**config.mk**
```make
export PLATFORM = sky130hd
export DESIGN_NAME = alu_sequencer
export DESIGN_NICKNAME = d
export VERILOG_FILES = /design/src/rtl/alu_seq_pkg.sv /design/src/rtl/key_conditioner.sv /design/src/rtl/alu_sequencer.sv
export SDC_FILE = /design/constraint.sdc
export NUM_CORES = 1
export LEC_CHECK = 0
export CELL_PAD_IN_SITES_DETAIL_PLACEMENT = 0
export CELL_PAD_IN_SITES_GLOBAL_PLACEMENT = 1
export CORE_MARGIN = 3
export CORE_UTILIZATION = 33
export CTS_BUF_LIST = sky130_fd_sc_hd__clkbuf_16
export CTS_CLUSTER_DIAMETER = 60
export DETAILED_ROUTE_END_ITERATION = 6
export GPL_TIMING_DRIVEN = 0
export PLACE_DENSITY_LB_ADDON = 0.1
export SLEW_MARGIN = 0
export SYNTH_ARGS = -nofsm -noshare
export SYNTH_HDL_FRONTEND = slang
export SYNTH_HIERARCHICAL = 1
export SYNTH_SLANG_ARGS = --single-unit
```
**constraint.sdc**
```tcl
create_clock -name clk -period 1.84 [get_ports clk]
set_clock_uncertainty 0.05 [all_clocks]
set_input_delay 0.368 -clock clk [delete_from_list [all_inputs] [get_ports clk]]
set_output_delay 0.368 -clock clk [all_outputs]
set_load 0.02 [all_outputs]
```
**src/rtl/alu_seq_pkg.sv**
```systemverilog
// Shared types for the ALU sequencer: FSM state codes and op counter limit.
// Combinational definitions only; no latency, no backpressure.
package alu_seq_pkg;

  localparam int STATE_W = 2;

  typedef enum logic [STATE_W-1:0] {
    ENTER_A = 2'd0,
    ENTER_B = 2'd1,
    EXEC    = 2'd2,
    SHOW    = 2'd3
  } state_t;

  localparam logic [7:0] OP_COUNT_MAX = 8'd255;

endpackage

```
**src/rtl/key_conditioner.sv**
```systemverilog
// Turns the raw active-low push-button into a one-cycle step pulse on each press.
// Latency 3 cycles (sync + edge), plus DEBOUNCE_CYCLES when ALU_SEQ_DEBOUNCE_EN is defined.
// No backpressure: a held key gives exactly one pulse, release re-arms it.
module key_conditioner #(
  parameter int DEBOUNCE_CYCLES = 500000
) (
  input  logic clk,
  input  logic rst_n,
  input  logic key_n,
  output logic step
);

  logic sync1, sync2;
  logic level, level_d;

  if (DEBOUNCE_CYCLES < 1) begin : g_bad_debounce_cycles
  end

  always_ff @(posedge clk or negedge rst_n) begin
    if (!rst_n) begin
      sync1 <= 1'b1;
      sync2 <= 1'b1;
    end else begin
      sync1 <= key_n;
      sync2 <= sync1;
    end
  end

`ifdef ALU_SEQ_DEBOUNCE_EN
  localparam int CW = $clog2(DEBOUNCE_CYCLES + 1);
  localparam logic [CW-1:0] LOW_LAST = CW'(DEBOUNCE_CYCLES - 1);

  logic [CW-1:0] low_cnt;
  logic          stable;

  // Any synchronised high sample restarts the stable-low window.
  always_ff @(posedge clk or negedge rst_n) begin
    if (!rst_n) begin
      low_cnt <= '0;
      stable  <= 1'b1;
    end else if (sync2) begin
      low_cnt <= '0;
      stable  <= 1'b1;
    end else if (low_cnt == LOW_LAST) begin
      stable  <= 1'b0;
    end else begin
      low_cnt <= low_cnt + CW'(1);
    end
  end

  assign level = stable;
`else
  assign level = sync2;
`endif

  always_ff @(posedge clk or negedge rst_n) begin
    if (!rst_n) begin
      level_d <= 1'b1;
      step    <= 1'b0;
    end else begin
      level_d <= level;
      step    <= level_d & ~level;
    end
  end

endmodule

```
**src/rtl/alu_sequencer.sv**
```systemverilog
// Sequences operand A, operand B and op entry into the external add/sub ALU, then latches the result.
// Result captured SETTLE cycles after entering EXEC; steps arrive via key_conditioner (ALU_SEQ_DEBOUNCE_EN adds debounce).
// No backpressure: steps arriving in EXEC are dropped, clr wins over step.
module alu_sequencer
  import alu_seq_pkg::*;
#(
  parameter int WIDTH           = 4,
  parameter int SETTLE          = 2,
  parameter int DEBOUNCE_CYCLES = 500000
) (
  input  logic               clk,
  input  logic               rst_n,
  input  logic               key_n,
  input  logic               clr,
  input  logic               chain,
  input  logic [WIDTH-1:0]   data_in,
  input  logic               op_sel,
  output logic [WIDTH-1:0]   alu_a,
  output logic [WIDTH-1:0]   alu_b,
  output logic               alu_s,
  input  logic [WIDTH-1:0]   alu_result,
  input  logic               alu_cout,
  output logic [WIDTH-1:0]   result_q,
  output logic               cout_q,
  output logic [STATE_W-1:0] state_q,
  output logic               valid,
  output logic [7:0]         op_count
);

  localparam int CNT_W = (SETTLE > 1) ? $clog2(SETTLE) : 1;
  localparam logic [CNT_W-1:0] SETTLE_LAST = CNT_W'(SETTLE - 1);

  state_t           state;
  logic [CNT_W-1:0] settle_cnt;
  logic             step;

  key_conditioner #(
    .DEBOUNCE_CYCLES(DEBOUNCE_CYCLES)
  ) u_key (
    .clk   (clk),
    .rst_n (rst_n),
    .key_n (key_n),
    .step  (step)
  );

  always_ff @(posedge clk or negedge rst_n) begin
    if (!rst_n) begin
      state      <= ENTER_A;
      settle_cnt <= '0;
      alu_a      <= '0;
      alu_b      <= '0;
      alu_s      <= 1'b0;
      result_q   <= '0;
      cout_q     <= 1'b0;
      valid      <= 1'b0;
      op_count   <= 8'd0;
    end else if (clr) begin
      state      <= ENTER_A;
      settle_cnt <= '0;
      alu_a      <= '0;
      alu_b      <= '0;
      alu_s      <= 1'b0;
      result_q   <= '0;
      cout_q     <= 1'b0;
      valid      <= 1'b0;
      op_count   <= 8'd0;
    end else begin
      case (state)
        ENTER_A: if (step) begin
          alu_a <= data_in;
          state <= ENTER_B;
        end
        ENTER_B: if (step) begin
          alu_b      <= data_in;
          alu_s      <= op_sel;
          settle_cnt <= '0;
          state      <= EXEC;
        end
        // Operands stay frozen here so the ALU output is settled at capture.
        EXEC: if (settle_cnt == SETTLE_LAST) begin
          result_q <= alu_result;
          cout_q   <= alu_cout;
          if (op_count != OP_COUNT_MAX) op_count <= op_count + 8'd1;
          valid    <= 1'b1;
          state    <= SHOW;
        end else begin
          settle_cnt <= settle_cnt + CNT_W'(1);
        end
        SHOW: if (step) begin
          valid <= 1'b0;
          if (chain) begin
            alu_a <= result_q;
            state <= ENTER_B;
          end else begin
            state <= ENTER_A;
          end
        end
        default: state <= ENTER_A;
      endcase
    end
  end

  assign state_q = state;

endmodule
```
-- Word level (Yosys, flattened, before mapping)
Index checks and enable logic that the tools add are counted.
- $add $sub $neg: 2
- equal/unequal tests: 9
- mux-type cells: 34
- bitwise gates (word level): 2
- reductions and logical operators: 16
- operators with widths (cell ; count):
    $mux 4 ; 9
    $mux 8 ; 4
    $mux 1 ; 12
    $mux 2 ; 5
    $reduce_bool 2->1 ; 5
    $ne 3x2->1 const B ; 3
    $reduce_bool 3->1 ; 3
    $add 8x1->8 const B ; 1
    $ne 8x8->1 const B ; 1
    $pmux 2 s4 ; 1
    $pmux 4 s2 ; 1
    $reduce_and 4->1 ; 2
    $ne 3x3->1 const B ; 2
    $reduce_and 2->1 ; 3
    $reduce_and 3->1 ; 2
    $eq 2x2->1 const B ; 2
    $pmux 1 s2 ; 2
    $eq 2x1->1 const B ; 1
    $logic_not 2->1 ; 1
    $add 1x1->1 const B ; 1
    $and 1x1->1 ; 1
    $not 1->1 ; 1
- register bits after elaboration: 30
- input port bits: 15
- output and inout port bits: 25
- logic and storage cells: 76

-- Logic depth before layout (Yosys ltp)
Gate-level depths: netlist (run 1).
- word-level depth: 5
- depth in mapped cells: 6
- depth with buffers taken out: 5

-- Modules after synthesis
The synthesis (run 1) kept the hierarchy.
- modules (own cells, without submodules) (module ; times used ; cells each ; area an instance (um2) ; seq. area each (um2)):
    alu_sequencer ; 1 ; 146 ; 1415.1 ; 650.6
    key_conditioner ; 1 ; 5 ; 117.6 ; 103.8

-- Worst setup path after synthesis (run 1)
OpenSTA, ideal clock, no wires.
- path kind: reg-to-reg
- start: register state[0] (netlist: state_q[0])
- end: register alu_a[0]
- arrival: 1.669 ns
- path slack: -0.004 ns
- cell stages (with the launch flop): 6
- clock period less this slack: 1.844 ns
- cell sequence: dfrtp_1 > ha_1 > buf_6 > mux2_4 > a21oi_4 > mux2_2
- word-level cells in the longest chain between the ends: 3
- ends and longest elaborated chain (element ; RTL line ; source):
    from (decl) ; alu_sequencer.sv:33 ; state_t state;
    from (signal assigned) ; alu_sequencer.sv:48 ; state <= ENTER_A;
    from (signal assigned) ; alu_sequencer.sv:58 ; state <= ENTER_A;
    from (signal assigned) ; alu_sequencer.sv:71 ; state <= ENTER_B;
    $eq 2x2->1 / $logic_not 2->1 (equally long branches) ; alu_sequencer.sv:68 ; case (state)
    $ne 3x2->1 (no line), or another cell as far along ; n/a ;
    $reduce_and 4->1 (no line) / $mux 4 (equally long branches) ; n/a ;
    to (signal assigned) ; alu_sequencer.sv:70 ; alu_a <= data_in;
    to (signal assigned) ; alu_sequencer.sv:92 ; alu_a <= result_q;
    to (decl) ; alu_sequencer.sv:18 ; output logic [WIDTH-1:0] alu_a,
Several ways; a longest one is shown, not always the timed one.
A chain may end at the register's enable or synchronous reset.

-- Worst setup path in the final report (run 1)
Ends and elaborated chain as after synthesis.

==> results of run 1 <==
-- how the worst max path moves through the flow --
stage / startpoint / endpoint / depth (start not counted)
4_1_cts: state_q[0]$_DFFE_PN0P_ / alu_a[0]$_DFFE_PN0P_ / 5
3_3_place_gp: rst_n / state_q[0]$_DFFE_PN0P_ / 1
6_report: state_q[0]$_DFFE_PN0P_ / alu_a[0]$_DFFE_PN0P_ / 5
3_5_place_dp: state_q[0]$_DFFE_PN0P_ / op_count[0]$_DFFE_PN0P_ / 5
5_1_grt: state_q[0]$_DFFE_PN0P_ / alu_a[3]$_DFFE_PN0P_ / 5
2_1_floorplan: state_q[1]$_DFFE_PN0P_ / alu_a[0]$_DFFE_PN0P_ / 5
-- routing by layer --
layer,track usage,share of wire,vias to the layer above
met5,0,0,-
met4,0.0483,0.0077,0
met3,0.0351,0.040,5
met2,0.223,0.48,23
met1,0.192,0.47,600
li1,-,-,627
-- power by group through the flow --
stage               registers (mW)  logic, mW  clock network, mW
floorplan                    0.824      0.310                  0
global placement             0.776      0.557                  0
detailed placement           0.779      0.558                  0
CTS                          0.769      0.563               1.07
global route                 0.779      0.633               1.09
finish                       0.772      0.578               1.04
-- layout make-up --
class	instances	area, µm²	share of cell area
Inverter	8	30.0	0.0137
Timing Repair Buffer	40	393	0.179
Sequential cell	30	757	0.345
Buffer	6	41.3	0.0188
Clock inverter	3	63.8	0.0291
Tap cell	52	65.1	0.0297
Multi-Input combinational cell	107	718	0.327
Clock buffer	5	125	0.0570
-- cells in the mapped netlist, drive strengths merged, types with 2 or more instances --
library cell  instances  area [µm²]
o221a                 2        22.5
dfrtp                27         676
nor3                  3        15.0
nand4                 2        12.5
o21a                  2        15.0
o21ai                 3        15.0
and3                  3        18.8
mux2i                 6        60.1
nand2                21        78.8
nand3                 7        35.0
and2                  3        18.8
buf                   5        37.5
inv                   8        30.0
a21oi                19         106
ha                    6        75.1
nor2b                 3        26.3
nor2                  7        26.3
a31oi                 2        12.5
mux2                  6        71.3
dfstp                 3        78.8
nand2b                2        12.5
a211oi                2        15.0
-- repair_timing --
| item | in CTS | in global routing |
|---|---|---|
| setup endpoints to repair | 1 | 8 |
| resized for setup | 2 | 3 |
| pin swaps | 0 | 1 |
| buffers inserted | 0 | 1 |
| hold buffers | 0 | 0 |
| hold endpoints to repair | 0 | 0 |
-- logic make-up (layout without fill, tap and decap cells) --
group	after synthesis	in the layout
adder cells (fa/ha/maj)	6	6
AND/OR/NAND/NOR	53	53
flip-flops	30	30
multiplexers	12	12
AO/OA/AOI/OAI	36	36
buffers and inverters	14	62
-- flip-flops by register name, indices dropped and copies added (netlist names) --
name           cells
result_q           4
u_key/step         1
alu_b              4
state_q            2
u_key/sync1        1
alu_s              1
op_count           8
u_key/level_d      1
cout_q             1
settle_cnt         1
alu_a              4
u_key/level        1
valid              1
-- cell usage in the layout (no fill, tap or decap), types with 3 or more instances in the layout --
| cell type | instances |
|---|---|
| sky130_fd_sc_hd__nand2_1 | 20 |
| sky130_fd_sc_hd__ha_1 | 5 |
| sky130_fd_sc_hd__nor3_1 | 3 |
| sky130_fd_sc_hd__mux2i_1 | 6 |
| sky130_fd_sc_hd__mux2_2 | 5 |
| sky130_fd_sc_hd__and2_1 | 3 |
| sky130_fd_sc_hd__nand3_1 | 7 |
| sky130_fd_sc_hd__dfrtp_1 | 25 |
| sky130_fd_sc_hd__a21oi_1 | 18 |
| sky130_fd_sc_hd__clkdlybuf4s50_1 | 38 |
| sky130_fd_sc_hd__buf_2 | 4 |
| sky130_fd_sc_hd__clkbuf_16 | 5 |
| sky130_fd_sc_hd__dfstp_2 | 3 |
| sky130_fd_sc_hd__inv_1 | 8 |
| sky130_fd_sc_hd__and3_1 | 3 |
| sky130_fd_sc_hd__nor2_1 | 7 |
| sky130_fd_sc_hd__o21ai_0 | 3 |
==> out/qor_table.md, run 1 <==
| Group | Item | This run |
|:---|:---|:---|
| synthesis | Yosys synthesis warning count | 6 |
| worst setup path | Largest stage delay on the critical path | 430 ps |
| timing | Remaining max-slew budget at the tightest pin | 0.532 |
| power | Internal Pwr Total | 1.77 mW |
| timing | Final slew viol count | 0 |
| synthesis | Portion of netlist area occupied by mux cells | 0.0857 |
| synthesis | Count of mapped cells out of synthesis | 151 |
| synthesis | Post-synthesis register bit count | 30 |
| worst setup path | Critical path capture point type | flop |
| clock tree | Clock tree from TritonCTS | done |
| placement | Number of placed instances with taps included | 242 |
| placement | Pre-CTS setup slack | -96.8 ps |
| finish | Share of layout cells above drive strength 1 | 0.176 |
| global route | Wire length of the first global-routing pass | 5960 µm |
| flow run | Count of maximum capacitance violations | 0 |
| clock tree | Root cell of the clock tree | sky130_fd_sc_hd__clkbuf_16 |
| hold path | Worst hold path class | input pin to asynchronous set/reset pin |
| placement | RD Place Congestion | 0.750 |
| worst setup path | Library cell contributing the largest single delay on the critical path | sky130_fd_sc_hd__dfrtp_2 |
| worst setup path | Sum of buffers and inverters on the critical path | 1 |
| timing | Hold Slack | 96.2 ps |
| timing | Timing-limited maximum frequency | 554 MHz |
| worst setup path | Data required, critical path | 1940 ps |
| detailed routing | DRC errors left | 0 |
| worst setup path | Source of the worst register-to-register timing path | state_q[0]$_DFFE_PN0P_ |
| detailed routing | First-pass detailed-route iteration total | 4 |
| synthesis | Most used flip-flop cell after synthesis | sky130_fd_sc_hd__dfrtp_1 |
| synthesis | Post-synthesis instance area | 0.00153 mm² |
| clock tree | Clock latency of the later-clocked register in the worst-skew pair | 270 ps |
| placement | Instance area at placement | 0.00198 mm² |
| timing | Count of endpoints failing setup in the final report | 0 |
| synthesis | Adder-cell share of the synthesized area | 0.0490 |
| worst setup path | Critical path class | flop to flop |
| synthesis | Asr flop ratio synth | 1.00 |
| die | Number of placement rows | 24 |
| worst setup path | CP cell instances | ha_1 > buf_6 > mux2_4 > a21oi_4 > mux2_2 |
| worst setup path | Critical-path maximum fanout | 9 |
| timing | Post-route setup TNS | 0 ps |
| timing | Final critical delay including setup and external delays | 1810 ps |
| worst setup path | Minimum setup slack among reg-to-reg paths | 30 ps |
| clock tree | Clock slew at reported path FFs | 50 ps |
| finish | Final Core Density | 0.497 |
| detailed routing | Routed length per instance | 14.4 µm |
| worst setup path | Crit path launch type | flop |
| clock tree | CTS H-tree depth | 2 |
| die | Area of the placeable core | 0.00441 mm² |
| worst setup path | Kind of cell adding the most delay to the critical path | multiplexers |
| synthesis | Area share of xor/xnor cells in the synthesized design | 0 |
| clock tree | Maximum buffer depth of the clock tree | 2 |
| power | Largest voltage drop on the vdd net | 0.785 mV |
| detailed routing | Drt via density | 5.00 |
| finish | Net count, final | 219 |
| detailed routing | Via count | 1255 |
| die | Effective utilization at floorplan | 0.347 |
| power | Leak Pwr | 0.908 nW |
| synthesis | Avg Cell Area, Syn | 10.2 µm² |
| power | Net switching power of the design | 0.621 mW |
| timing | Final hold violations | 0 |
| timing | Setup repair after global routing missed its margin | yes |
| global route | Largest net degree at the start of global routing | 31 |
| power | Final Power | 2.39 mW |
| finish | Final std cells w/o fill | 251 |
| synthesis | Fraction of the mapped netlist area in compound gates | 0.156 |
| timing | Tightest Pin Transition | 701 ps |
| synthesis | Simple-gate share of the synthesized area | 0.171 |
| timing | Fin crit share | 0.981 |
| synthesis | Synthesized netlist net count | 172 |
| status | Status | finished, final reports clean |
| die | Horizontal die dimension | 74.2 µm |
| worst setup path | Worst reg2reg path depth | 5 |
| placement | Count of buffers from port buffering | 39 |
| clock tree | Number of sinks on the clock net | 30 |
| timing | Setup slack of the critical path after layout | 34.4 ps |
| placement | Detail Placement HPWL | 2640 µm |
| synthesis | Largest family of logic cells by synthesized area | simple AND/OR/NAND/NOR gates |
| die | Die boundary height | 74.2 µm |
| worst setup path | WP data arrival | 1910 ps |
| finish | Post-synthesis to final-layout area growth | 43.1% |
| power | Clock power frac | 0.436 |
| synthesis | Number of enable flip-flop cells after synthesis | 0 |
| global route | Total Routing Usage GR | 0.142 |
| power | Proportion of power drawn by flip-flops and latches | 0.322 |
| worst setup path | Capture instance of the worst register-to-register path | alu_a[0]$_DFFE_PN0P_ |
| die | I/O pin count | 40 |
| synthesis | Synth unique cells | 35 |
| global route | Overflow left after global routing | 0 |
| finish | Count of filler cells inserted in the layout | 394 |
| power | Switching portion of total power | 0.259 |
| global route | Number of antenna violations at the first check in global routing | 0 |
| power | Pwr dens | 1090 mW/mm² |
| synthesis | Fraction of the yosys area taken by sequential cells | 0.492 |
| detailed routing | DRT iter0 DRCs | 62 |
| finish | Diodes inserted | 0 |
| power | Combinational share of power | 0.242 |
| finish | Design area | 0.00219 mm² |
| die | Overall die area | 0.00550 mm² |
| global route | Vias in the first global route | 1238 |
| clock tree | CTS buffer count | 5 |
| detailed routing | Detailed-route wire length | 3610 µm |
| detailed routing | Count of nets left with antenna violations after detail routing | 0 |
Power figures use the tool's default switching activity.
==> run 2, diff against run 1 <==
Settings changed: GPL_TIMING_DRIVEN 0 to not set.
==> run 2 against run 1 <==
Hold slack better by 210 ps. Register-to-register slack better by 50 ps. Fmax up 2.0%. Cell count unchanged. Wire length down 0.14%. Combinational power about the same. Critical path depth down 4. Sequential share of layout area up 0.62 points. Via count up 1.7%. Utilization down 0.96 points. Non-clock buffer count unchanged. Critical path type is now flop to output port. Critical endpoint is now op_count[5]. Largest cell class unchanged.
==> out/qor_table.md, run 2 (synthesis results as in run 1) <==
| Group | Item | This run | Change |
|:---|:---|:---|:---|
| status | Status | finished, final reports clean | unchanged |
| timing | Final critical delay including setup and external delays | 1770 ps | was 1810 ps |
| timing | Post-route setup TNS | 0 ps | unchanged |
| clock tree | Clock slew at reported path FFs | 50 ps | about the same |
| power | Largest voltage drop on the vdd net | 0.474 mV | was 0.785 mV |
| flow run | Count of maximum capacitance violations | 0 | unchanged |
| clock tree | Number of sinks on the clock net | 30 | unchanged |
| finish | Net count, final | 219 | unchanged |
| clock tree | CTS resizes | 0 | was 2 |
| clock tree | Hold buffer count at cts | 0 | unchanged |
| detailed routing | First-pass detailed-route iteration total | 4 | unchanged |
| power | Pwr dens | 977 mW/mm² | was 1090 mW/mm² |
| clock tree | Root cell of the clock tree | sky130_fd_sc_hd__clkbuf_16 | unchanged |
| placement | Count of buffers from port buffering | 39 | unchanged |
| timing | Setup repair after global routing missed its margin | no | was yes |
| hold path | Worst hold path class | flop to flop | was input pin to asynchronous set/reset pin |
| die | Number of placement rows | 24 | unchanged |
| clock tree | Clock tree from TritonCTS | done | unchanged |
| die | Area of the placeable core | 0.00441 mm² | unchanged |
| clock tree | Clock latency of the later-clocked register in the worst-skew pair | 270 ps | about the same |
| die | Overall die area | 0.00550 mm² | unchanged |
| worst setup path | CP cell instances | clkdlybuf4s50_1 | was ha_1 > buf_6 > mux2_4 > a21oi_4 > mux2_2 |
| detailed routing | Routed length per instance | 14.4 µm | about the same |
| detailed routing | DRT iter0 DRCs | 26 | was 62 |
| worst setup path | Data required, critical path | 1420 ps | was 1940 ps |
| placement | RD Place Congestion | 0.813 | was 0.750 |
| clock tree | CTS buffer count | 5 | unchanged |
| timing | Hold Slack | 306 ps | was 96.2 ps |
| timing | Final slew viol count | 0 | unchanged |
| detailed routing | Drt via density | 5.08 | was 5.00 |
| finish | Commonest non-fill, non-tap cells in the layout | 39 x sky130_fd_sc_hd__clkdlybuf4s50_1, 26 x sky130_fd_sc_hd__dfrtp_1, 21 x sky130_fd_sc_hd__nand2_1, 18 x sky130_fd_sc_hd__a21oi_1, 9 x sky130_fd_sc_hd__inv_1 | was 38 x sky130_fd_sc_hd__clkdlybuf4s50_1, 25 x sky130_fd_sc_hd__dfrtp_1, 20 x sky130_fd_sc_hd__nand2_1, 18 x sky130_fd_sc_hd__a21oi_1, 8 x sky130_fd_sc_hd__inv_1 |
| die | I/O pin count | 40 | unchanged |
| worst setup path | Sum of buffers and inverters on the critical path | 1 | unchanged |
| timing | Fin crit share | 0.962 | was 0.981 |
| die | Horizontal die dimension | 74.2 µm | unchanged |
| placement | Detail Placement HPWL | 2640 µm | about the same |
| worst setup path | Library cell contributing the largest single delay on the critical path | sky130_fd_sc_hd__clkdlybuf4s50_1 | was sky130_fd_sc_hd__dfrtp_2 |
| placement | Instance area at placement | 0.00201 mm² | was 0.00198 mm² |
| finish | Most common library cell in the layout ignoring fill and taps | sky130_fd_sc_hd__clkdlybuf4s50_1 | unchanged |
| timing | Final hold violations | 0 | unchanged |
| global route | Wire length of the first global-routing pass | 5930 µm | was 5960 µm |
| worst setup path | WP data arrival | 1350 ps | was 1910 ps |
| worst setup path | Critical path class | flop to output port | was flop to flop |
| worst setup path | Critical path capture point type | output port | was flop |
| detailed routing | DRC errors left | 0 | unchanged |
| timing | Remaining max-slew budget at the tightest pin | 0.691 | was 0.532 |
| worst setup path | Kind of cell adding the most delay to the critical path | buffers and inverters | was multiplexers |
| finish | Post-synthesis to final-layout area growth | 40.3% | was 43.1% |
| detailed routing | Detailed-route wire length | 3610 µm | about the same |
| finish | Register with the most flip-flops | op_count | unchanged |
| finish | Diodes inserted | 0 | unchanged |
| worst setup path | Largest stage delay on the critical path | 640 ps | was 430 ps |
| clock tree | Setup fix buffers added after clock tree synthesis | 0 | unchanged |
| global route | Largest net degree at the start of global routing | 31 | unchanged |
| finish | Design area | 0.00215 mm² | was 0.00219 mm² |
| detailed routing | Via count | 1276 | was 1255 |
| global route | Vias in the first global route | 1275 | was 1238 |
| finish | Max FFs per register | 8 | unchanged |
| die | Die boundary height | 74.2 µm | unchanged |
| global route | Total Routing Usage GR | 0.144 | was 0.142 |
| die | Effective utilization at floorplan | 0.347 | unchanged |
| detailed routing | Count of nets left with antenna violations after detail routing | 0 | unchanged |
| power | Leak Pwr | 0.897 nW | was 0.908 nW |
| clock tree | CTS H-tree depth | 2 | unchanged |
| finish | Share of layout cells above drive strength 1 | 0.151 | was 0.176 |
| timing | Timing-limited maximum frequency | 565 MHz | was 554 MHz |
| global route | Overflow left after global routing | 0 | unchanged |
| timing | Count of endpoints failing setup in the final report | 0 | unchanged |
| timing | Tightest Pin Transition | 463 ps | was 701 ps |
| worst setup path | Crit path launch type | flop | unchanged |
| worst setup path | Critical-path maximum fanout | 7 | was 9 |
| global route | Number of antenna violations at the first check in global routing | 0 | unchanged |
| finish | Count of filler cells inserted in the layout | 393 | was 394 |
| clock tree | Maximum buffer depth of the clock tree | 2 | unchanged |
[run 2: path summary, 6_finish.rpt]
check | from | endpoint | slack [ps] | depth (start not counted)
worst max register to register | state_q[1]$_DFFE_PN0P_ | alu_a[1]$_DFFE_PN0P_ | 80 | 5
worst min register to register | u_key/sync1$_DFF_PN1_ | u_key/level$_DFF_PN1_ | 310 | 0
max in group asynchronous | rst_n | u_key/level_d$_DFF_PN1_ | 970 | 2
worst max-delay path | op_count[5]$_DFFE_PN0P_ | op_count[5] | 70 | 1
worst min-delay path | u_key/sync1$_DFF_PN1_ | u_key/level$_DFF_PN1_ | 310 | 0
min in group asynchronous | rst_n | alu_b[3]$_DFFE_PN0P_ | 450 | 2
[run 2: where the power goes]
group          total (mW)  switching (mW)  leakage (nW)  internal, mW
Sequential          0.771          0.0518         0.400         0.719
Combinational       0.576           0.289         0.424         0.287
Clock               0.754           0.267        0.0724         0.487
Total                2.10           0.608         0.897          1.49
[run 2: final cells by class]
cell class	count	area (µm²)	share of cell area
multi-input cells	107	707	0.329
inverters	8	30.0	0.0140
clock inverters	3	12.5	0.00582
clock buffers	5	125	0.0582
repair buffers	46	455	0.212
flip-flops and latches	30	756	0.351
well taps	52	65.1	0.0303
[run 2: metal layers]
layer	up-vias	GRT usage	routed length, µm
met4	0	0.0523	28
met5	-	0	0
met2	31	0.247	1830
li1	628	-	-
met3	4	0.0459	158
met1	613	0.169	1600
[run 2: worst register-to-register path, stage by stage (launching register included)]
cell and delay [ps]:
sky130_fd_sc_hd__dfrtp_1 410, sky130_fd_sc_hd__inv_1 110, sky130_fd_sc_hd__ha_1 220, sky130_fd_sc_hd__mux2_4 290
sky130_fd_sc_hd__a21oi_4 210, sky130_fd_sc_hd__mux2_2 360
[run 2: per-stage QoR]
step	power, mW	utilization	setup slack (ps)	instances
after floorplan	1.13	-	12.0	151
after global placement	1.35	0.456	51.0	243
after detailed placement	1.36	0.456	-0.884	243
after CTS	2.13	0.487	61.9	251
after global routing	2.22	0.487	5.21	251
final	2.10	0.487	69.3	251
==> run 3, diff against run 2 <==
Settings changed: ABC_AREA set to 1, CORE_UTILIZATION 33 to 32, SYNTH_HIERARCHICAL 1 to not set.
==> run 3 against run 2 <==
Final area is 0.17% higher. Utilization down 0.89 points. Worst setup slack got worse by 1.5 ps. Fmax hardly changed.
==> out/qor_table.md, run 3 <==
| Group | Item | This run | Change |
|:---|:---|:---|:---|
| detailed routing | DRT iter0 DRCs | 103 | was 26 |
| global route | Met2 capacity usage during global routing | 0.220 | was 0.247 |
| die | Horizontal die dimension | 75.5 µm | was 74.2 µm |
| finish | Net count, final | 251 | was 219 |
| finish | Post-synthesis to final-layout area growth | 39.4% | was 40.3% |
| placement | Detail Placement HPWL | 2850 µm | was 2640 µm |
| worst setup path | Library cell contributing the largest single delay on the critical path | sky130_fd_sc_hd__clkdlybuf4s50_1 | unchanged |
| power | Net switching power of the design | 0.781 mW | was 0.608 mW |
| finish | Diodes inserted | 0 | unchanged |
| synthesis | Main area contributors after synthesis | sky130_fd_sc_hd__dfrtp_1 44%, sky130_fd_sc_hd__nand2_1 15%, sky130_fd_sc_hd__nand3_1 5.8%, sky130_fd_sc_hd__dfstp_2 5.1%, sky130_fd_sc_hd__ha_1 4.9% | was sky130_fd_sc_hd__dfrtp_1 44%, sky130_fd_sc_hd__a21oi_1 5.9%, sky130_fd_sc_hd__dfstp_2 5.1%, sky130_fd_sc_hd__nand2_1 5.1%, sky130_fd_sc_hd__ha_1 4.9% |
| timing | Tightest Pin Transition | 385 ps | was 463 ps |
| worst setup path | Data required, critical path | 1420 ps | about the same |
| detailed routing | DRC errors left | 0 | unchanged |
| synthesis | Synthesized netlist net count | 204 | was 172 |
| worst setup path | Sum of buffers and inverters on the critical path | 1 | unchanged |
| placement | Count of buffers from port buffering | 39 | unchanged |
| finish | Count of filler cells inserted in the layout | 453 | was 393 |
| worst setup path | Critical-path maximum fanout | 6 | was 7 |
| synthesis | Cell with the most instances after synthesis | sky130_fd_sc_hd__nand2_1 | was sky130_fd_sc_hd__dfrtp_1 |
| synthesis | Fraction of the yosys area taken by sequential cells | 0.488 | was 0.492 |
| clock tree | CTS H-tree depth | 2 | unchanged |
| detailed routing | Via count | 1375 | was 1276 |
| clock tree | Hold buffer count at cts | 0 | unchanged |
| die | Die boundary height | 75.5 µm | was 74.2 µm |
| power | Largest voltage drop on the vdd net | 0.713 mV | was 0.474 mV |
| global route | Total Routing Usage GR | 0.152 | was 0.144 |
| finish | Most common library cell in the layout ignoring fill and taps | sky130_fd_sc_hd__nand2_1 | was sky130_fd_sc_hd__clkdlybuf4s50_1 |
| synthesis | Avg Cell Area, Syn | 8.44 µm² | was 10.2 µm² |
| synthesis | Yosys synthesis warning count | 0 | was 6 |
| timing | Post-route setup TNS | 0 ps | unchanged |
| finish | Share of layout cells above drive strength 1 | 0.0996 | was 0.151 |
| worst setup path | Kind of cell adding the most delay to the critical path | buffers and inverters | unchanged |
| synthesis | Post-synthesis instance area | 0.00155 mm² | was 0.00153 mm² |
| die | I/O pin count | 40 | unchanged |
| clock tree | Clock slew at reported path FFs | 50 ps | about the same |
| timing | Remaining max-slew budget at the tightest pin | 0.743 | was 0.691 |
| detailed routing | Drt via density | 4.86 | was 5.08 |
| timing | Count of endpoints failing setup in the final report | 0 | unchanged |
| finish | Register with the most flip-flops | op_count | unchanged |
| synthesis | Synth unique cells | 25 | was 35 |
| clock tree | CTS resizes | 0 | unchanged |
| power | Proportion of power drawn by flip-flops and latches | 0.360 | was 0.367 |
| worst setup path | Critical path class | flop to output port | unchanged |
| synthesis | Most used flip-flop cell after synthesis | sky130_fd_sc_hd__dfrtp_1 | unchanged |
| power | Leak Pwr | 1.02 nW | was 0.897 nW |
| clock tree | Root cell of the clock tree | sky130_fd_sc_hd__clkbuf_16 | unchanged |
| power | Switching portion of total power | 0.332 | was 0.289 |
| placement | Pre-CTS setup slack | 2.33 ps | was -0.884 ps |
| power | Pwr dens | 1090 mW/mm² | was 977 mW/mm² |
| die | Number of placement rows | 24 | unchanged |
| clock tree | Setup fix buffers added after clock tree synthesis | 0 | unchanged |
| detailed routing | First-pass detailed-route iteration total | 4 | unchanged |
| synthesis | Count of mapped cells out of synthesis | 183 | was 151 |
| timing | Fin crit share | 0.963 | was 0.962 |
| timing | Timing-limited maximum frequency | 564 MHz | was 565 MHz |
| global route | Largest net degree at the start of global routing | 31 | unchanged |
| detailed routing | Detailed-route wire length | 3740 µm | was 3610 µm |
| clock tree | Clock tree from TritonCTS | done | unchanged |
| synthesis | Top cell type's share of synthesized area | 0.437 | was 0.441 |
| global route | Grt met3 use | 0.0580 | was 0.0459 |
| global route | GR Layer Usage met1 | 0.208 | was 0.169 |
| clock tree | CTS buffer count | 5 | unchanged |
| detailed routing | Routed length per instance | 13.2 µm | was 14.4 µm |
| clock tree | Clock latency of the later-clocked register in the worst-skew pair | 280 ps | was 270 ps |
| worst setup path | Critical path capture point type | output port | unchanged |
| synthesis | Cell taking the most area after synthesis | sky130_fd_sc_hd__dfrtp_1 | unchanged |
| status | Status | finished, final reports clean | unchanged |
| synthesis | Post-synthesis register bit count | 30 | unchanged |
| die | Area of the placeable core | 0.00450 mm² | was 0.00441 mm² |
| worst setup path | Largest stage delay on the critical path | 640 ps | about the same |
| power | Clock power frac | 0.323 | was 0.359 |
| die | Overall die area | 0.00570 mm² | was 0.00550 mm² |
| worst setup path | Minimum setup slack among reg-to-reg paths | 190 ps | was 80 ps |
| global route | Vias in the first global route | 1305 | was 1275 |
| synthesis | Number of enable flip-flop cells after synthesis | 0 | unchanged |
| synthesis | Ranking of synthesized cells by instance count | 60 x sky130_fd_sc_hd__nand2_1, 27 x sky130_fd_sc_hd__dfrtp_1, 18 x sky130_fd_sc_hd__nand3_1, 14 x sky130_fd_sc_hd__o21ai_0, 13 x sky130_fd_sc_hd__inv_1 | was 27 x sky130_fd_sc_hd__dfrtp_1, 21 x sky130_fd_sc_hd__nand2_1, 18 x sky130_fd_sc_hd__a21oi_1, 8 x sky130_fd_sc_hd__inv_1 |
| worst setup path | CP cell instances | clkdlybuf4s50_1 | unchanged |
| timing | Final hold violations | 0 | unchanged |
| timing | Final slew viol count | 0 | unchanged |
| global route | Number of antenna violations at the first check in global routing | 0 | unchanged |
| clock tree | Maximum buffer depth of the clock tree | 2 | unchanged |
| timing | Setup repair after global routing missed its margin | no | unchanged |
| timing | Setup slack of the critical path after layout | 67.8 ps | was 69.3 ps |
| power | Combinational share of power | 0.317 | was 0.274 |
| worst setup path | Crit path launch type | flop | unchanged |
| hold path | Worst hold path class | flop to flop | unchanged |
| finish | Commonest non-fill, non-tap cells in the layout | 60 x sky130_fd_sc_hd__nand2_1, 37 x sky130_fd_sc_hd__clkdlybuf4s50_1, 27 x sky130_fd_sc_hd__dfrtp_1, 18 x sky130_fd_sc_hd__nand3_1, 14 x sky130_fd_sc_hd__inv_1 | was 39 x sky130_fd_sc_hd__clkdlybuf4s50_1, 26 x sky130_fd_sc_hd__dfrtp_1, 21 x sky130_fd_sc_hd__nand2_1, 18 x sky130_fd_sc_hd__a21oi_1, 9 x sky130_fd_sc_hd__inv_1 |
| detailed routing | Count of nets left with antenna violations after detail routing | 0 | unchanged |
| synthesis | Asr flop ratio synth | 1.00 | unchanged |
| clock tree | Number of sinks on the clock net | 30 | unchanged |
| power | Internal Pwr Total | 1.57 mW | was 1.49 mW |
| placement | RD Place Congestion | 0.813 | about the same |
| flow run | Count of maximum capacitance violations | 0 | unchanged |
| global route | Highest-utilization routing layer at the global route stage | met2 | unchanged |
| global route | Overflow left after global routing | 0 | unchanged |
| finish | Max FFs per register | 8 | unchanged |
| timing | Final critical delay including setup and external delays | 1770 ps | about the same |
| die | Effective utilization at floorplan | 0.343 | was 0.347 |
| global route | Wire length of the first global-routing pass | 6440 µm | was 5930 µm |
| worst setup path | WP data arrival | 1350 ps | about the same |
## run 3: cells by family (layout without fill, tap and decap cells)
kind of cell	after synthesis	count (layout)	share of synthesized area
xor gates and xnor gates	1	1	0.00567
DFF	30	30	0.488
AOI/OAI and AO/OA	31	31	0.114
buffers and inverters	17	65	0.0575
and+or+nand+nor	98	98	0.286
adders and majority gates	6	6	0.0486
## run 3: final timing paths
kind                                               from                      end  depth (start not counted)
min in group asynchronous                         rst_n     alu_a[0]$_DFFE_PN0P_                          2
worst min register to register    u_key.sync1$_DFF_PN1_    u_key.level$_DFF_PN1_                          0
worst max-delay path            op_count[5]$_DFFE_PN0P_              op_count[5]                          1
max in group asynchronous                         rst_n    u_key.level$_DFF_PN1_                          2
worst min-delay path              u_key.sync1$_DFF_PN1_    u_key.level$_DFF_PN1_                          0
worst max register to register   state_q[0]$_DFFE_PN0P_  op_count[1]$_DFFE_PN0P_                          8
## run 3: final cells by class
type / instances / area [µm²] / area share
Inverter: 14 / 55.1 / 0.0256
Tap cell: 52 / 65.1 / 0.0302
Clock inverter: 3 / 12.5 / 0.00581
Sequential cell: 30 / 754 / 0.350
Multi-Input combinational cell: 136 / 704 / 0.327
Clock buffer: 5 / 125 / 0.0581
Timing Repair Buffer: 43 / 438 / 0.203
## run 3: power groups by stage
stage               logic, mW  registers (mW)  clock network, mW
floorplan               0.316           0.958                  0
global placement        0.734           0.855                  0
detailed placement      0.750           0.860                  0
CTS                     0.753           0.851              0.779
global route            0.826           0.865              0.820
finish                  0.747           0.848              0.760
## run 3: per-stage QoR
stage	cells	power [mW]	utilization	instance area, µm²	hold slack, ps
floorplan	183	1.27	-	1550	22.4
global placement	275	1.59	0.446	2010	299
detailed placement	275	1.61	0.446	2010	302
CTS	283	2.38	0.477	2150	309
global route	283	2.51	0.478	2150	314
finish	283	2.35	0.478	2150	306
## run 3: metal layers
layer | wire length (µm) | vias up
li1 | - | 697
met1 | 1760 | 643
met2 | 1740 | 30
met3 | 196 | 5
met4 | 43 | 0
met5 | 0 | -
==> RTL change 1: new RTL, config.mk and constraints of run 2 <==
Change the parameter `SETTLE` from 2 to 8.
--- a/src/rtl/alu_sequencer.sv
+++ b/src/rtl/alu_sequencer.sv
@@ -6,5 +6,5 @@
 #(
   parameter int WIDTH           = 4,
-  parameter int SETTLE          = 2,
+  parameter int SETTLE          = 8,
   parameter int DEBOUNCE_CYCLES = 500000
 ) (
Function: changed (Yosys sat finds a counterexample within 10 cycles, from zero or initial values and one cycle with rst_n low).
==> RTL change 1 against run 2 <==
Power up 2.3%; register-to-register slack about the same; sequential share of layout area shrank 0.44 points; wire length rose by 13%; first-iteration DRC count grew to 2.9 times the old value; sequential cell count grew 2; design area rose by 8.1%; synthesized area increased by 8.3%; setup slack worse by 0.0018 ns; critical path type unchanged; largest power group unchanged.
==> RTL change 1: results <==
{
  "outcome": "finished, final reports clean",
  "m1WireLength_um": 1820,
  "wl_met3_um": 219,
  "inverters": 4,
  "crit_path_max_fanout": 6,
  "seq_cells": 32,
  "min_path_type": "reg2reg",
  "grtUsageTotal_pct": 15.0,
  "fillers": 461,
  "clockBufferDepth": 2,
  "met2_usage_pct": 23.6,
  "ir_drop_mv": 0.430,
  "nMultiInputCombCells": 110,
  "first_global_vias": 1387,
  "nNetsFinal": 228,
  "vias_per_cell": 5.02,
  "syn-num-nets": 177,
  "synth_cell_type_count": 40,
  "place_congestion": 0.754,
  "clockNetworkAreaShare_pct": 5.97,
  "drive_above_1_share_pct": 19.4,
  "synth_common_cells": "dfrtp_1 (29), nand2_1 (19), a21oi_1 (18)",
  "grt_util_met3_pct": 4.69,
  "p_leak_uw": 0.00105,
  "dp_hpwl_um": 2960,
  "synth_seq_area_share_pct": 48.5,
  "grt_first_pass_wirelength_um": 6980,
  "max_slew.worst_pin.slew_ns": 0.420,
  "ys.flop_type": "dfrtp_1",
  "routed_wl_um": 4070,
  "final-nonclk-buf-share_pct": 21.3,
  "multi_input_area_share_pct": 33.8,
  "synth.area.top_cells": "dfrtp_1 (44%), ha_1 (6.0%), a21oi_1 (5.4%)",
  "wl_met2_um": 1970,
  "grt_max_degree": 33,
  "use_met1_pct": 19.0,
  "num-nonclk-buffers": 52,
  "drt_iter0_markers": 75
}
RTL change 1: changes by cell type after synthesis, moves of 2 or more:
cell,change
a211oi_1,-2
nand2_1,-2
inv_1,-4
and4b_1,+2
and2_1,-3
and3_1,+2
dfrtp_1,+2
o21ai_0,-2
ha_1,+2
a311oi_1,+2
a21boi_0,+2
RTL change 1: where the power goes:
| group | switching [µW] | total, µW | internal [µW] |
|---|---|---|---|
| Clock | 293 | 783 | 491 |
| Sequential | 39.1 | 799 | 759 |
| Combinational | 291 | 568 | 277 |
| Total | 622 | 2150 | 1530 |
RTL change 1: stage by stage:
step	setup WS, ns	power [µW]	cells	area, µm²	util, %
after floorplan	0.0317	1180	154	1660	-
after global placement	0.0627	1370	265	2180	45.5
after detailed placement	0.0371	1380	265	2180	45.5
after CTS	0.0219	2190	273	2320	48.4
after global routing	0.00201	2270	273	2330	48.6
final	0.0675	2150	273	2330	48.6
RTL change 1: kinds of logic (layout without fill, tap and decap cells):
kind of cell | Yosys count | count (layout) | synth area share (%)
DFF | 32 | 32 | 48.5
adders and majority gates | 8 | 8 | 6.03
muxes | 13 | 13 | 8.89
AOI/OAI and AO/OA | 37 | 37 | 15.5
buffers and inverters | 12 | 64 | 4.37
and+or+nand+nor | 52 | 52 | 16.7
RTL change 1: worst paths after layout:
path                                       to  cells after the start  slack [ns]         from
min in group asynchronous            alu_a[3]                      2        0.44        rst_n
worst max-delay path              op_count[6]                      1        0.07  op_count[6]
worst min register to register    u_key/level                      0        0.31  u_key/sync1
worst max register to register       alu_a[0]                      5        0.08   state_q[0]
max in group asynchronous       u_key/level_d                      2        0.96        rst_n
worst min-delay path              u_key/level                      0        0.31  u_key/sync1
==> RTL change 2: new RTL, flow settings as in run 2 <==
Made on the original files. Add an input register stage for `alu_result`; this delays it by one clock. The other inputs are not delayed to match.
--- a/src/rtl/alu_sequencer.sv
+++ b/src/rtl/alu_sequencer.sv
@@ -30,4 +30,10 @@
   localparam int CNT_W = (SETTLE > 1) ? $clog2(SETTLE) : 1;
   localparam logic [CNT_W-1:0] SETTLE_LAST = CNT_W'(SETTLE - 1);
+
+  logic [WIDTH-1:0] alu_result_q;
+
+  always_ff @(posedge clk) begin
+    alu_result_q <= alu_result;
+  end
 
   state_t           state;
@@ -79,5 +85,5 @@
         // Operands stay frozen here so the ALU output is settled at capture.
         EXEC: if (settle_cnt == SETTLE_LAST) begin
-          result_q <= alu_result;
+          result_q <= alu_result_q;
           cout_q   <= alu_cout;
           if (op_count != OP_COUNT_MAX) op_count <= op_count + 8'd1;
Formal check against the unedited RTL: not equivalent (Yosys sat finds a counterexample within 10 cycles, from zero or initial values and one cycle with rst_n low).
==> RTL change 2 against run 2 <==
Design area grew 4.1%; synthesized area grew 4.7%; setup slack lost 0.011 ns; combinational power is essentially flat; via count grew 3.1%; utilization grew 0.67 points; sequential cell count grew 4; power grew 6.3%; wire length grew 6.5%; non-clock buffer count grew 2; first-iteration DRC count grew to 3.2 times the old value; sequential power grew 12%; largest power group unchanged.
==> RTL change 2: results <==
{
  "drive_above_1_share_pct": 16.0,
  "synth.area.top_cells": "dfrtp_1 (42%), a21oi_1 (5.9%), dfxtp_1 (5.0%)",
  "fillers": 423,
  "drt_iter0_markers": 82,
  "ir_drop_mv": 0.354,
  "reg2reg_slack_ns": 0.06,
  "crit_path_max_fanout": 5,
  "place_congestion": 0.818,
  "grtUsageTotal_pct": 15.1,
  "dp_hpwl_um": 2780,
  "critPathArrivalTime_ns": 1.89,
  "async_flop_share_pct": 88.2,
  "nNetsFinal": 220,
  "routed_wl_um": 3840,
  "synth_cell_type_count": 37,
  "outcome": "finished, final reports clean",
  "grt_first_pass_wirelength_um": 6530,
  "max_slew.worst_pin.slew_ns": 0.437,
  "p_leak_uw": 0.000945,
  "synth_cells": 152,
  "final_util_pct": 49.4,
  "dp_cells": 257,
  "fin_cells": 265,
  "syn-num-nets": 173,
  "first_global_vias": 1386,
  "placed_area_um2": 2100
}
-- RTL change 2: cell types whose count changed in the layout (fill, tap and decap cells not counted), sizes merged, moves of 2 or more --
cell / delta
a21oi: +2
a31oi: -2
and2: -2
buf: +2
dfxtp: +4
inv: -3
o21ai: -2
-- RTL change 2: final cells by class --
class                      count  area share (%)
sequential                    34            37.3
tap                           65            3.63
multi-input combinational    106            31.7
inverter                       4           0.670
clock inverter                 3           0.503
clock buffer                   5            5.59
timing repair buffer          48            20.6
-- RTL change 2: report_power, final --
part           switching (µW)  internal, µW
clock network             303           487
registers                56.5           810
logic                     295           283
total                     654          1580
-- RTL change 2: logic make-up (layout without fill, tap and decap cells) --
| group | count (synthesis) | count (layout) | synth area share [%] |
|---|---|---|---|
| multiplexers | 12 | 12 | 8.26 |
| AND/OR/NAND/NOR | 55 | 55 | 17.5 |
| buffers and inverters | 12 | 60 | 3.74 |
| flip-flops | 34 | 34 | 52.0 |
| AO/OA/AOI/OAI | 33 | 33 | 13.9 |
| adder cells (fa/ha/maj) | 6 | 6 | 4.68 |
-- RTL change 2: worst max-delay path by stage --
stage,startpoint,endpoint,slack (ns),cells after the start
after CTS,op_count[3],op_count[3],0.04,1
final,state_q[1],alu_a[1],0.06,5
after global routing,state_q[1],alu_a[2],0.01,5
after global placement,chain,alu_a[1],0.04,4
after detailed placement,chain,alu_a[1],0.003,4
after floorplan,state_q[1],alu_a[0],0.01,5
-- RTL change 2: worst max-delay path, stage by stage (launching register included) --
cell,delay (ns)
dfrtp_1,0.41
inv_1,0.11
ha_1,0.23
mux2_4,0.30
a21oi_4,0.21
mux2_2,0.36
-- RTL change 2: layer usage --
layer	track usage, %	up-vias	routed length (µm)
li1	-	629	-
met1	21.4	648	1910
met2	22.1	34	1740
met3	4.49	4	166
met4	4.27	0	23
met5	0	-	0
